`config.mk`:
```
export PLATFORM = sky130hd
export DESIGN_NAME = inference_scoreboard
export DESIGN_NICKNAME = d
export VERILOG_FILES = /design/src/rtl/nn_score_pkg.sv /design/src/rtl/seq_divider.sv /design/src/rtl/inference_scoreboard.sv
export SDC_FILE = /design/constraint.sdc
export NUM_CORES = 1
export LEC_CHECK = 0
export ABC_AREA = 1
export BUFFER_PORTS_ARGS = -buffer_cell sky130_fd_sc_hd__buf_2
export CORE_MARGIN = 2
export CORE_UTILIZATION = 57
export DETAILED_ROUTE_END_ITERATION = 12
export PLACE_DENSITY = 0.78
export SYNTH_ARGS = -nofsm -noshare
export SYNTH_HDL_FRONTEND = slang
export SYNTH_HIERARCHICAL = 1
export SYNTH_SLANG_ARGS = --single-unit
```
`constraint.sdc`:
```
create_clock -name clk -period 7.1 [get_ports clk]
set_input_delay 0.71 -clock clk [delete_from_list [all_inputs] [get_ports clk]]
set_output_delay 0.71 -clock clk [all_outputs]
set_load 0.05 [all_outputs]
```
`src/rtl/nn_score_pkg.sv`:
```
// rtl/nn_score_pkg.sv - shared types and one-hot helpers for inference scoring
package nn_score_pkg;

  localparam int PCT_SCALE = 100;
  localparam int OH_W      = 64;
  localparam int IDX_W     = 6;

  typedef enum logic [2:0] {
    S_IDLE,
    S_WAIT,
    S_SCORE,
    S_DIV,
    S_DONE
  } score_state_t;

  function automatic logic is_onehot(input logic [OH_W-1:0] v);
    return (v != '0) && ((v & (v - 1'b1)) == '0);
  endfunction

  function automatic logic [IDX_W-1:0] onehot_to_idx(input logic [OH_W-1:0] v);
    logic [IDX_W-1:0] idx;
    idx = '0;
    for (int i = 0; i < OH_W; i++) begin
      if (v[i]) idx = IDX_W'(i);
    end
    return idx;
  endfunction

endpackage

```
`src/rtl/seq_divider.sv`:
```
// rtl/seq_divider.sv - restoring unsigned divider, one quotient bit per cycle
module seq_divider #(
  parameter int W = 8
) (
  input  logic         clk,
  input  logic         rst,
  input  logic         clr,
  input  logic         start,
  input  logic [W-1:0] dividend,
  input  logic [W-1:0] divisor,
  output logic         busy,
  output logic         done,
  output logic [W-1:0] quotient,
  output logic [W-1:0] remainder
);

  localparam int CW = $clog2(W + 1);

  logic [CW-1:0] cnt;
  logic [W-1:0]  q_r, r_r, d_r;
  logic          busy_r, done_r;
  logic [W:0]    shifted, diff;

  assign shifted = {r_r, q_r[W-1]};
  assign diff    = shifted - {1'b0, d_r};

  always_ff @(posedge clk or posedge rst) begin
    if (rst) begin
      cnt    <= '0;
      q_r    <= '0;
      r_r    <= '0;
      d_r    <= '0;
      busy_r <= 1'b0;
      done_r <= 1'b0;
    end else begin
      done_r <= 1'b0;
      if (clr) begin
        cnt    <= '0;
        q_r    <= '0;
        r_r    <= '0;
        d_r    <= '0;
        busy_r <= 1'b0;
      end else if (start) begin
        q_r    <= dividend;
        r_r    <= '0;
        d_r    <= divisor;
        cnt    <= CW'(W);
        busy_r <= 1'b1;
      end else if (busy_r) begin
        // A borrow out of the trial subtraction means the divisor did not fit.
        if (!diff[W]) begin
          r_r <= diff[W-1:0];
          q_r <= {q_r[W-2:0], 1'b1};
        end else begin
          r_r <= shifted[W-1:0];
          q_r <= {q_r[W-2:0], 1'b0};
        end
        cnt <= cnt - 1'b1;
        if (cnt == CW'(1)) begin
          busy_r <= 1'b0;
          done_r <= 1'b1;
        end
      end
    end
  end

  assign busy      = busy_r;
  assign done      = done_r;
  assign quotient  = q_r;
  assign remainder = r_r;

endmodule

```
`src/rtl/inference_scoreboard.sv`:
```
// rtl/inference_scoreboard.sv - sequences an inference run and tracks accuracy statistics
module inference_scoreboard
  import nn_score_pkg::*;
#(
  parameter  int NUM_CLASSES = 10,
  parameter  int MAX_SAMPLES = 200,
  localparam int CNT_W       = $clog2(MAX_SAMPLES + 1),
  localparam int NUM_W       = $clog2(100 * MAX_SAMPLES + 1),
  localparam int SEL_W       = $clog2(NUM_CLASSES)
) (
  input  logic                   clk,
  input  logic                   rst_overall,
  input  logic                   rst_vals,
  input  logic                   start,
  input  logic [CNT_W-1:0]       num_samples,
  input  logic                   sample_valid,
  output logic                   sample_ready,
  input  logic [NUM_CLASSES-1:0] expected,
  input  logic [NUM_CLASSES-1:0] obtained,
  output logic                   next_req,
  output logic [6:0]             accuracy,
  output logic                   acc_valid,
  output logic                   done,
  output logic [CNT_W-1:0]       correct_count,
  output logic [CNT_W-1:0]       total_count,
  output logic [CNT_W-1:0]       invalid_count,
  output logic                   label_err,
  output logic [NUM_CLASSES-1:0] last_expected,
  output logic [NUM_CLASSES-1:0] last_obtained,
  input  logic [SEL_W-1:0]       class_sel,
  output logic [CNT_W-1:0]       class_correct,
  output logic [CNT_W-1:0]       class_total
);

  localparam logic [CNT_W-1:0] MAX_N = CNT_W'(MAX_SAMPLES);

  score_state_t state, state_nxt;

  logic [CNT_W-1:0]       n_r, correct_r, total_r, invalid_r;
  logic [CNT_W-1:0]       cls_corr_r [NUM_CLASSES];
  logic [CNT_W-1:0]       cls_tot_r  [NUM_CLASSES];
  logic [NUM_CLASSES-1:0] exp_r, obt_r, last_exp_r, last_obt_r;
  logic [6:0]             acc_r;
  logic                   acc_valid_r, next_req_r, label_err_r;

  logic                   start_ok, exp_ok, obt_ok, hit;
  logic [CNT_W-1:0]       n_start, correct_nxt, total_nxt;
  logic [IDX_W-1:0]       cls_idx;
  logic [NUM_W-1:0]       div_quot, div_rem;
  logic                   div_busy, div_done;

  assign start_ok    = start && (state == S_IDLE || state == S_DONE);
  assign n_start     = (num_samples > MAX_N) ? MAX_N : num_samples;
  assign exp_ok      = is_onehot(OH_W'(exp_r));
  assign obt_ok      = is_onehot(OH_W'(obt_r));
  assign cls_idx     = onehot_to_idx(OH_W'(exp_r));
  assign hit         = exp_ok && obt_ok && (obt_r == exp_r);
  assign correct_nxt = correct_r + CNT_W'(hit);
  assign total_nxt   = total_r + 1'b1;

  // Divider is loaded during SCORE with the post-update counts so DIV spends exactly NUM_W cycles.
  seq_divider #(.W(NUM_W)) u_div (
    .clk       (clk),
    .rst       (rst_overall),
    .clr       (rst_vals),
    .start     (state == S_SCORE),
    .dividend  (NUM_W'(correct_nxt) * NUM_W'(PCT_SCALE)),
    .divisor   (NUM_W'(total_nxt)),
    .busy      (div_busy),
    .done      (div_done),
    .quotient  (div_quot),
    .remainder (div_rem)
  );

  logic unused_div;
  assign unused_div = ^{div_rem, div_quot[NUM_W-1:7], div_busy};

  always_ff @(posedge clk or posedge rst_overall) begin
    if (rst_overall) state <= S_IDLE;
    else             state <= state_nxt;
  end

  always_comb begin
    state_nxt = state;
    if (rst_vals) begin
      state_nxt = S_IDLE;
    end else begin
      case (state)
        S_IDLE, S_DONE: if (start) state_nxt = (n_start == '0) ? S_DONE : S_WAIT;
        S_WAIT:         if (sample_valid) state_nxt = S_SCORE;
        S_SCORE:        state_nxt = S_DIV;
        S_DIV:          if (div_done) state_nxt = (total_r == n_r) ? S_DONE : S_WAIT;
        default:        state_nxt = S_IDLE;
      endcase
    end
  end

  always_ff @(posedge clk or posedge rst_overall) begin
    if (rst_overall) begin
      {n_r, correct_r, total_r, invalid_r} <= '0;
      {exp_r, obt_r, last_exp_r, last_obt_r} <= '0;
      {acc_r, acc_valid_r, next_req_r, label_err_r} <= '0;
      for (int c = 0; c < NUM_CLASSES; c++) begin
        cls_corr_r[c] <= '0;
        cls_tot_r[c]  <= '0;
      end
    end else begin
      acc_valid_r <= 1'b0;
      next_req_r  <= 1'b0;
      if (rst_vals) begin
        {n_r, correct_r, total_r, invalid_r} <= '0;
        {exp_r, obt_r, last_exp_r, last_obt_r} <= '0;
        {acc_r, label_err_r} <= '0;
        for (int c = 0; c < NUM_CLASSES; c++) begin
          cls_corr_r[c] <= '0;
          cls_tot_r[c]  <= '0;
        end
      end else if (start_ok) begin
        n_r         <= n_start;
        next_req_r  <= (n_start != '0);
        {correct_r, total_r, invalid_r} <= '0;
        {acc_r, label_err_r} <= '0;
        for (int c = 0; c < NUM_CLASSES; c++) begin
          cls_corr_r[c] <= '0;
          cls_tot_r[c]  <= '0;
        end
      end else if (state == S_WAIT && sample_valid) begin
        exp_r <= expected;
        obt_r <= obtained;
      end else if (state == S_SCORE) begin
        total_r   <= total_nxt;
        correct_r <= correct_nxt;
        if (!exp_ok) label_err_r <= 1'b1;
        if (!obt_ok) invalid_r <= invalid_r + 1'b1;
        for (int c = 0; c < NUM_CLASSES; c++) begin
          if (exp_ok && cls_idx == IDX_W'(c)) begin
            cls_tot_r[c] <= cls_tot_r[c] + 1'b1;
            if (hit) cls_corr_r[c] <= cls_corr_r[c] + 1'b1;
          end
        end
      end else if (state == S_DIV && div_done) begin
        acc_r       <= div_quot[6:0];
        acc_valid_r <= 1'b1;
        last_exp_r  <= exp_r;
        last_obt_r  <= obt_r;
        next_req_r  <= (total_r != n_r);
      end
    end
  end

  assign sample_ready  = (state == S_WAIT);
  assign done          = (state == S_DONE);
  assign next_req      = next_req_r;
  assign accuracy      = acc_r;
  assign acc_valid     = acc_valid_r;
  assign correct_count = correct_r;
  assign total_count   = total_r;
  assign invalid_count = invalid_r;
  assign label_err     = label_err_r;
  assign last_expected = last_exp_r;
  assign last_obtained = last_obt_r;
  assign class_correct = (int'(class_sel) < NUM_CLASSES) ? cls_corr_r[class_sel] : '0;
  assign class_total   = (int'(class_sel) < NUM_CLASSES) ? cls_tot_r[class_sel]  : '0;

endmodule

```
==> out/results.ini, run 1 <==
[status]
outcome=finished clean

[sta]
setup_violations=0
setup_ws_ps=1911
rsz_0062_raised_after_global_routing=false
finalWorstPathRequiredPeriod_ps=5189
min_period_over_period_pct=73.08
relSlewSlack_pct=12.75
timing.setup.tns_ps=0
fin_skew_ps=18.95
fin_worst_hold_slack_ps=133.3
timing_worst_slew_pin_value_ps=1304
report.final.hold_viol_count=0
max_freq_mhz=192.7
number_of_pins_with_negative_max_slew_slack_in_the_final_report=0

[power_and_ir_drop]
power.ir.vdd_worst_v=0.0002771
power_leakage_nw=10.42
powerDensity_mw_per_mm2=270.0
netSwitchingFraction_pct=40.06
p_comb_share_pct=35.2
share_clk_of_total_power_pct=31.2
sequentialPowerShare_pct=33.6
p_int_mw=3.433
switching_power_mw=2.294

[finish]
final_layout_size_suffix_gt1_share_pct=11.26
final_cell_area_sq_mm=0.02121
layout.core_utilization_pct=63.42
fin_nets=2792
n_antenna_cell=0
synthToLayoutAreaGrowth_pct=9.578

[routing]
drt_first_pass_iters=6
num_vias=18200
drt_wl_total_microns=52360
remaining_drc_errors=0
via_per_inst=5.765
ant_nets=0
detailedRoute.firstIterationViolations=1839
wire_per_inst_microns=16.59

[clocking]
clk_pin_slew_worst_paths_ps=60
clock_latency_ps=520
cts_hold_buffers=0
htreeDepth=2
tritoncts=yes
root_buffer=clkbuf_16
cts-buffers-inserted=34
clk_path_buf_depth=3
cts.repair.resized=0
post-cts-setup-buffer-count=0
clock_sinks=296

[critical_path]
crit_path_frequent_cell=nand2_1
crit_slowest_cell=fa_1
cp.buffers_inverters=5
endpoint_kind=flip-flop
cp_max_fo=6
cp_slowest_stage_delay_ps=530
cp_data_arrival_time_ps=5590
critical-path-top-delay-family=adder cells
cp.required_ps=7500
timing_worst_setup_path_type=reg -> reg
nature_of_the_critical_path_startpoint=flip-flop

[synthesis]
synth-edff-count=0
post_synthesis_simple_gate_area_fraction_pct=30.45
synth_ff_type=dfrtp_1
synth.top_cell.area_share_pct=38.26
synthMostInstantiatedCell=nand2_1
synth_area_leaders=dfrtp_1 38%, nand2_1 12%, nand3_1 7.0%
synth_cell_types=54
synth.yosys.seq_area_share_pct=38.26
synth_top_family_by_area=simple AND/OR/NAND/NOR gates
avgSynthCellArea_sq_um=7.366
synthXorXnorAreaFrac_pct=4.027
netlist_top_cells_count=600 x nand2_1, 322 x inv_1, 296 x dfrtp_1
post_synth_mux_area_share_pct=0.05171
synth-adder-area-share_pct=4.873
compound_cell_area_share_of_the_yosys_netlist_pct=13.01
yosysTopAreaCell=dfrtp_1
synth.ff_latch_count=296
synthesis.instances=2628
post_synth_instance_area_sq_mm=0.01936
synth_async_sr_flop_share_pct=100.0
ys.warnings.count=6

[grt]
grt-ovfl-total=0
grt_antenna_before_repair=0
grt.total_usage_pct=29.80
grt_pass1_wl_microns=87050
first_global_vias=17430
grt_start_max_net_pins=182

[die]
dieArea_sq_mm=0.03545
core_sq_mm=0.03345
io_pins=109
dieHeight_microns=188.3
placement_rows=67
starting_density_pct=57.88
chipWidth_microns=188.3

[placement]
globalplace.congestion=0.9325
pre_cts_slack_ps=1958
port-buffer-count=108
place_hpwl_microns=35550
place_area_sq_mm=0.02008

[run]
drv.max_cap_violation_count=0

[hold_path]
worstHoldPathType=in -> async

## metal layers
layer	global-route usage (%)	part of all wire [%]	vias to the layer above	routed length, microns
li1	-	-	8744	-
met1	41.55	44	8654	22950
met4	10.16	3.0	0	1548
met2	47.52	46	693	23920
met3	4.787	7.5	104	3949
met5	0	0	-	0
## cells by family (layout without fill, tap and decap cells)
logic type / count (synthesis) / after routing
simple gates: 1286 / 1286
xor+xnor: 89 / 89
fa+ha+maj: 73 / 73
compound gates: 435 / 435
other cells: 1 / 9
buf+inv: 447 / 519
flops: 296 / 296
mux: 1 / 1
## power by group through the flow
stage	clock, mW	sequential [mW]	combinational [mW]
after floorplan	0	1.93	1.62
after global placement	0	1.94	1.94
after detailed placement	0	1.95	1.98
after CTS	1.80	1.92	2.00
after global routing	1.87	1.94	2.24
final	1.79	1.92	2.02
## cell usage in the layout, fill, tap and decap left out, types with 4 or more instances in the layout
cell / instances
nor2_2: 8
buf_4: 15
nor2_4: 5
nand3_1: 272
nand2_1: 600
ha_1: 69
nand4_1: 46
clkinv_2: 6
o22ai_1: 21
a21oi_1: 78
fa_1: 4
buf_2: 107
inv_2: 11
clkbuf_1: 9
o21ai_0: 237
nand2_2: 31
o221ai_1: 4
clkbuf_16: 37
nor2_1: 177
nor3_1: 61
o21ai_2: 36
conb_1: 9
o21ai_1: 12
a31o_2: 4
nor3b_1: 7
dfrtp_1: 296
nor4_1: 38
xor2_1: 75
a32o_1: 12
nand3b_1: 8
o211ai_1: 18
xnor2_1: 14
nand2_4: 18
inv_1: 320
clkbuf_8: 8
or2_2: 5
## area by class of cell
class | instances | area [sq um]
Clock buffer | 54 | 1070
Clock inverter | 8 | 67.56
Fill cell | 2901 | 12240
Inverter | 334 | 1257
Multi-Input combinational cell | 1893 | 10180
Sequential cell | 296 | 7407
Tap cell | 448 | 560.5
Timing Repair Buffer | 123 | 668.1
## final timing paths
kind | startpoint | endpoint | slack, ps | depth (start not counted)
setup / recovery | exp_r[4]$_DFFE_PP0P_ | u_div/quotient[14]$_DFFE_PP0P_ | 1910 | 32
hold / removal | rst_overall | total_count[4]$_DFFE_PP0P_ | 130 | 2
setup reg to reg | exp_r[4]$_DFFE_PP0P_ | u_div/quotient[14]$_DFFE_PP0P_ | 1910 | 32
hold reg to reg | cls_corr_r[55]$_DFFE_PP0P_ | cls_corr_r[55]$_DFFE_PP0P_ | 480 | 2
max in group asynchronous | rst_overall | cls_corr_r[57]$_DFFE_PP0P_ | 5130 | 4
min in group clk | expected[2] | exp_r[2]$_DFFE_PP0P_ | 430 | 3
## registers in the layout (all words and copies together) (netlist names), 3 cells and up
signal,cells
accuracy,7
cls_corr_r,80
cls_tot_r,80
correct_count,8
exp_r,10
invalid_count,8
last_expected,10
last_obtained,10
n_r,8
obt_r,10
state,3
total_count,8
u_div/cnt,4
u_div/d_r,15
u_div/quotient,15
u_div/remainder,15
## worst register-to-register path: cells and delay by family (launching register included)
kind	cells	cell delay [ps]
AO/OA/AOI/OAI	6	810
XOR/XNOR	1	180
adder cells (fa/ha/maj)	6	1880
buffers and inverters	5	510
flip-flops	1	430
AND/OR/NAND/NOR	14	1250
## per-stage QoR
stage,std cells,power [mW]
after CTS,3156,5.717
after floorplan,2636,3.554
after detailed placement,3094,3.931
after global routing,3156,6.054
after global placement,3094,3.887
final,3156,5.727
No activity file was read; power rests on OpenSTA's default activity.
==> run 2: changes to the inputs <==
ABC_AREA = 0   (was 1)
CORE_UTILIZATION = 62   (was 57)
PLACE_DENSITY = 0.81   (was 0.78)
clock period = 4.9 ns   (was 7.1 ns; I/O delays follow)
==> run 2 against run 1 <==
Net effect:
- the flow now finishes with violations (setup timing)
- sequential cell count did not move
- worst hold slack improved by 54 ps
- clock power rose by 56%
- setup slack got worse by 2000 ps
- cell count fell by 30%
- routed wire length fell by 16%
- non-clock buffer count rose by 47
- total power rose by 7.2%
- clock skew fell by 2.3 ps
- die area fell by 19%
- synthesized cell count fell by 34%
- combinational power fell by 58%
- critical path type unchanged
- largest cell class unchanged
==> out/results.ini, run 2 <==
[status]
outcome=finished, violations left
failed_checks=setup timing

[routing]
num_vias=13830  ; -24%
highest-signal-layer=met4
drt_wl_total_microns=43870  ; -16%
via_per_inst=6.254  ; +8.5%
wire_per_inst_microns=19.84  ; +20%
wire_length_on_met2_microns=21280  ; -11%
drt_first_pass_iters=6  ; unchanged
detailedRoute.firstIterationViolations=1360  ; -26%
dr_wl_met3_microns=2885  ; -27%
ant_nets=0  ; unchanged
remaining_drc_errors=0  ; unchanged
wl_met1_microns=18200  ; -21%

[sta]
setup_ws_ps=-101.9  ; -2013 ps
max_freq_mhz=199.9  ; +3.7%
finalWorstPathRequiredPeriod_ps=5002  ; -186.9 ps
rsz_0062_raised_after_global_routing=true
timing_worst_slew_pin_value_ps=1251  ; -53.21 ps
timing.setup.tns_ps=-110.0  ; -110.0 ps
relSlewSlack_pct=15.93  ; +3.2 points
setup_violations=2  ; +2
fin_worst_hold_slack_ps=187.3  ; +54.01 ps
min_period_over_period_pct=102.1  ; +29 points
report.final.hold_viol_count=0  ; unchanged
fin_skew_ps=16.69  ; -2.260 ps
number_of_pins_with_negative_max_slew_slack_in_the_final_report=0  ; unchanged

[synthesis]
synth.yosys.seq_area_share_pct=43.45  ; +5.2 points
ys.warnings.count=6  ; unchanged
synthMostInstantiatedCell=dfrtp_1
post_synth_instance_area_sq_mm=0.01705  ; -12%
netlist_top_cells_count=296 x dfrtp_1, 269 x nor2_1, 136 x xor2_1
synth.top_cell.area_share_pct=43.45  ; +5.2 points
synthesis.instances=1725  ; -34%
synth_ff_type=dfrtp_1
synth_async_sr_flop_share_pct=100.0  ; unchanged
synth.ff_latch_count=296  ; unchanged
synth_cell_types=81  ; +50%
synth-edff-count=0  ; unchanged
avgSynthCellArea_sq_um=9.883  ; +34%
yosysTopAreaCell=dfrtp_1
synth_area_leaders=dfrtp_1 43%, xor2_1 7.0%, nor2_1 5.9%

[hold_path]
worstHoldEndpoint=obt_r[3]$_DFFE_PP0P_
worst_min_delay_path_startpoint=obtained[3]
holdPathStages=2
worstHoldPathType=in -> reg

[clocking]
clock_sinks=296  ; unchanged
root_buffer=clkbuf_16
clock_latency_ps=520  ; about the same
tritoncts=yes
clk_path_buf_depth=3  ; unchanged
cts-buffers-inserted=34  ; unchanged
htreeDepth=2  ; unchanged
clk_pin_slew_worst_paths_ps=60  ; about the same

[critical_path]
ff2ff_path_depth=22  ; -31%
cp.buffers_inverters=2  ; -3
cp_data_arrival_time_ps=5430  ; -160 ps
nature_of_the_critical_path_startpoint=flip-flop
timing_worst_setup_path_type=reg -> reg
critical-path-top-delay-family=adder cells
rr_endpoint=u_div/quotient[12]$_DFFE_PP0P_
rr_startpoint=exp_r[2]$_DFFE_PP0P_
cp_max_fo=4  ; -2
crit_slowest_cell=or4_4
crit_path_frequent_cell=ha_4
endpoint_kind=flip-flop
cp_slowest_stage_delay_ps=560  ; +30 ps
crit_chain=or4_4 -> maj3_2 -> o21a_4 -> nor3_4 -> ha_4 -> ha_4 -> xor2_4 -> ha_4 -> ha_4 -> inv_1 -> fa_1 -> inv_2 -> ha_4 -> nor2b_2 -> o21ai_1 -> nand2b_1 -> a21o_1 -> nand2_2 -> nor2b_4 -> xnor2_1 -> a21oi_1 -> nor2_1
cp.required_ps=5330  ; -2170 ps
setup.reg_to_reg.worst_slack_ps=-100  ; -2010 ps

[finish]
final_layout_size_suffix_gt1_share_pct=18.50  ; +7.2 points
fin_nets=1957  ; -30%
synthToLayoutAreaGrowth_pct=16.04
top_flop_regs=cls_corr_r: 80 flops, cls_tot_r: 80 flops
final_cell_area_sq_mm=0.01978  ; -6.7%
n_antenna_cell=0  ; unchanged
mostFrequentLayoutCells=296 x dfrtp_1, 267 x nor2_1, 132 x xor2_1
mostFrequentLayoutCell=dfrtp_1

[die]
placement_rows=60  ; -10%
core_sq_mm=0.02695  ; -19%
io_pins=109  ; unchanged
chipWidth_microns=169.8  ; -9.8%
dieHeight_microns=169.8  ; -9.8%
starting_density_pct=63.26  ; +5.4 points
dieArea_sq_mm=0.02884  ; -19%

[power_and_ir_drop]
power_leakage_nw=9.066  ; -13%
powerDensity_mw_per_mm2=310.2  ; +15%
power.ir.vdd_worst_v=0.0002806  ; +1.2%
report.power.total_mw=6.137  ; +7.2%

[placement]
place_hpwl_microns=28480  ; -20%
place_area_sq_mm=0.01805  ; -10%
globalplace.congestion=0.9050  ; -2.9%
port-buffer-count=108  ; unchanged

[grt]
grt.total_usage_pct=30.36  ; +0.56 points
grt_pass1_wl_microns=70820  ; -19%
grt_start_max_net_pins=179  ; -1.6%
grt_antenna_before_repair=0  ; unchanged
grt-ovfl-total=0  ; unchanged
first_global_vias=13880  ; -20%

[run]
drv.max_cap_violation_count=0  ; unchanged

run 2: changes by cell type in the layout (fill, tap and decap cells not counted), moves of 36 or more:
cell     change
xnor2_1     +50
and3_1      +36
o21ai_0    -214
inv_1      -276
nor2_1      +90
xor2_1      +57
mux2i_1     +55
a22o_1      +43
nand4_1     +37
nand2_1    -470
buf_4       +44
nand3_1    -233
run 2: power breakdown:
group | switching (mW) | internal [mW]
combinational | 0.551 | 0.292
sequential | 0.0309 | 2.47
clock | 1.04 | 1.75
total | 1.62 | 4.52
run 2: cells by family after synthesis:
group | share of synthesized area, %
XOR/XNOR | 10.59
other | 0.02200
buffers and inverters | 3.376
AO/OA/AOI/OAI | 9.453
AND/OR/NAND/NOR | 18.76
adder cells (fa/ha/maj) | 5.717
flip-flops | 43.45
multiplexers | 8.638
run 2: through the flow:
step           util [%]  setup WS (ps)  std cells
2_1_floorplan         -          1.167       1733
3_3_place_gp      66.99          49.55       2127
3_5_place_dp      66.99         -129.9       2127
4_1_cts           72.20          9.277       2203
5_1_grt           73.40         -264.6       2211
6_report          73.40         -101.9       2211
run 2: how the worst max path moves through the flow:
stage,to,slack (ps),startpoint,cells after the start
after CTS,u_div/quotient[12]$_DFFE_PP0P_,9,exp_r[0]$_DFFE_PP0P_,23
after global placement,u_div/quotient[14]$_DFFE_PP0P_,50,exp_r[0]$_DFFE_PP0P_,22
final,u_div/quotient[12]$_DFFE_PP0P_,-100,exp_r[2]$_DFFE_PP0P_,22
after detailed placement,u_div/quotient[12]$_DFFE_PP0P_,-130,exp_r[0]$_DFFE_PP0P_,22
after global routing,u_div/quotient[12]$_DFFE_PP0P_,-260,exp_r[2]$_DFFE_PP0P_,22
after floorplan,u_div/quotient[12]$_DFFE_PP0P_,1,exp_r[1]$_DFFE_PP0P_,25
run 2: final cells by class:
cell class | instances | area [sq um]
multi-input cells | 1294 | 9484
flip-flops and latches | 296 | 7407
fillers | 1796 | 7168
clock buffers | 48 | 1047
repair buffers | 170 | 1033
well taps | 341 | 426.7
inverters | 51 | 195.2
clock inverters | 11 | 188.9
run 2: repair_timing:
item	in CTS	in global routing
gates resized for setup	5	40
endpoints found under the setup margin	4	15
hold endpoints to repair	6	0
cloned	0	0
hold buffers	1	0
buffers inserted	16	8
pin swaps	3	27
run 2: routing by layer:
| layer | GRT usage [%] | vias to the layer above |
|---|---|---|
| li1 | - | 6295 |
| met1 | 41.83 | 6864 |
| met2 | 49.55 | 560 |
| met3 | 4.581 | 108 |
| met4 | 10.70 | 0 |
| met5 | 0 | - |
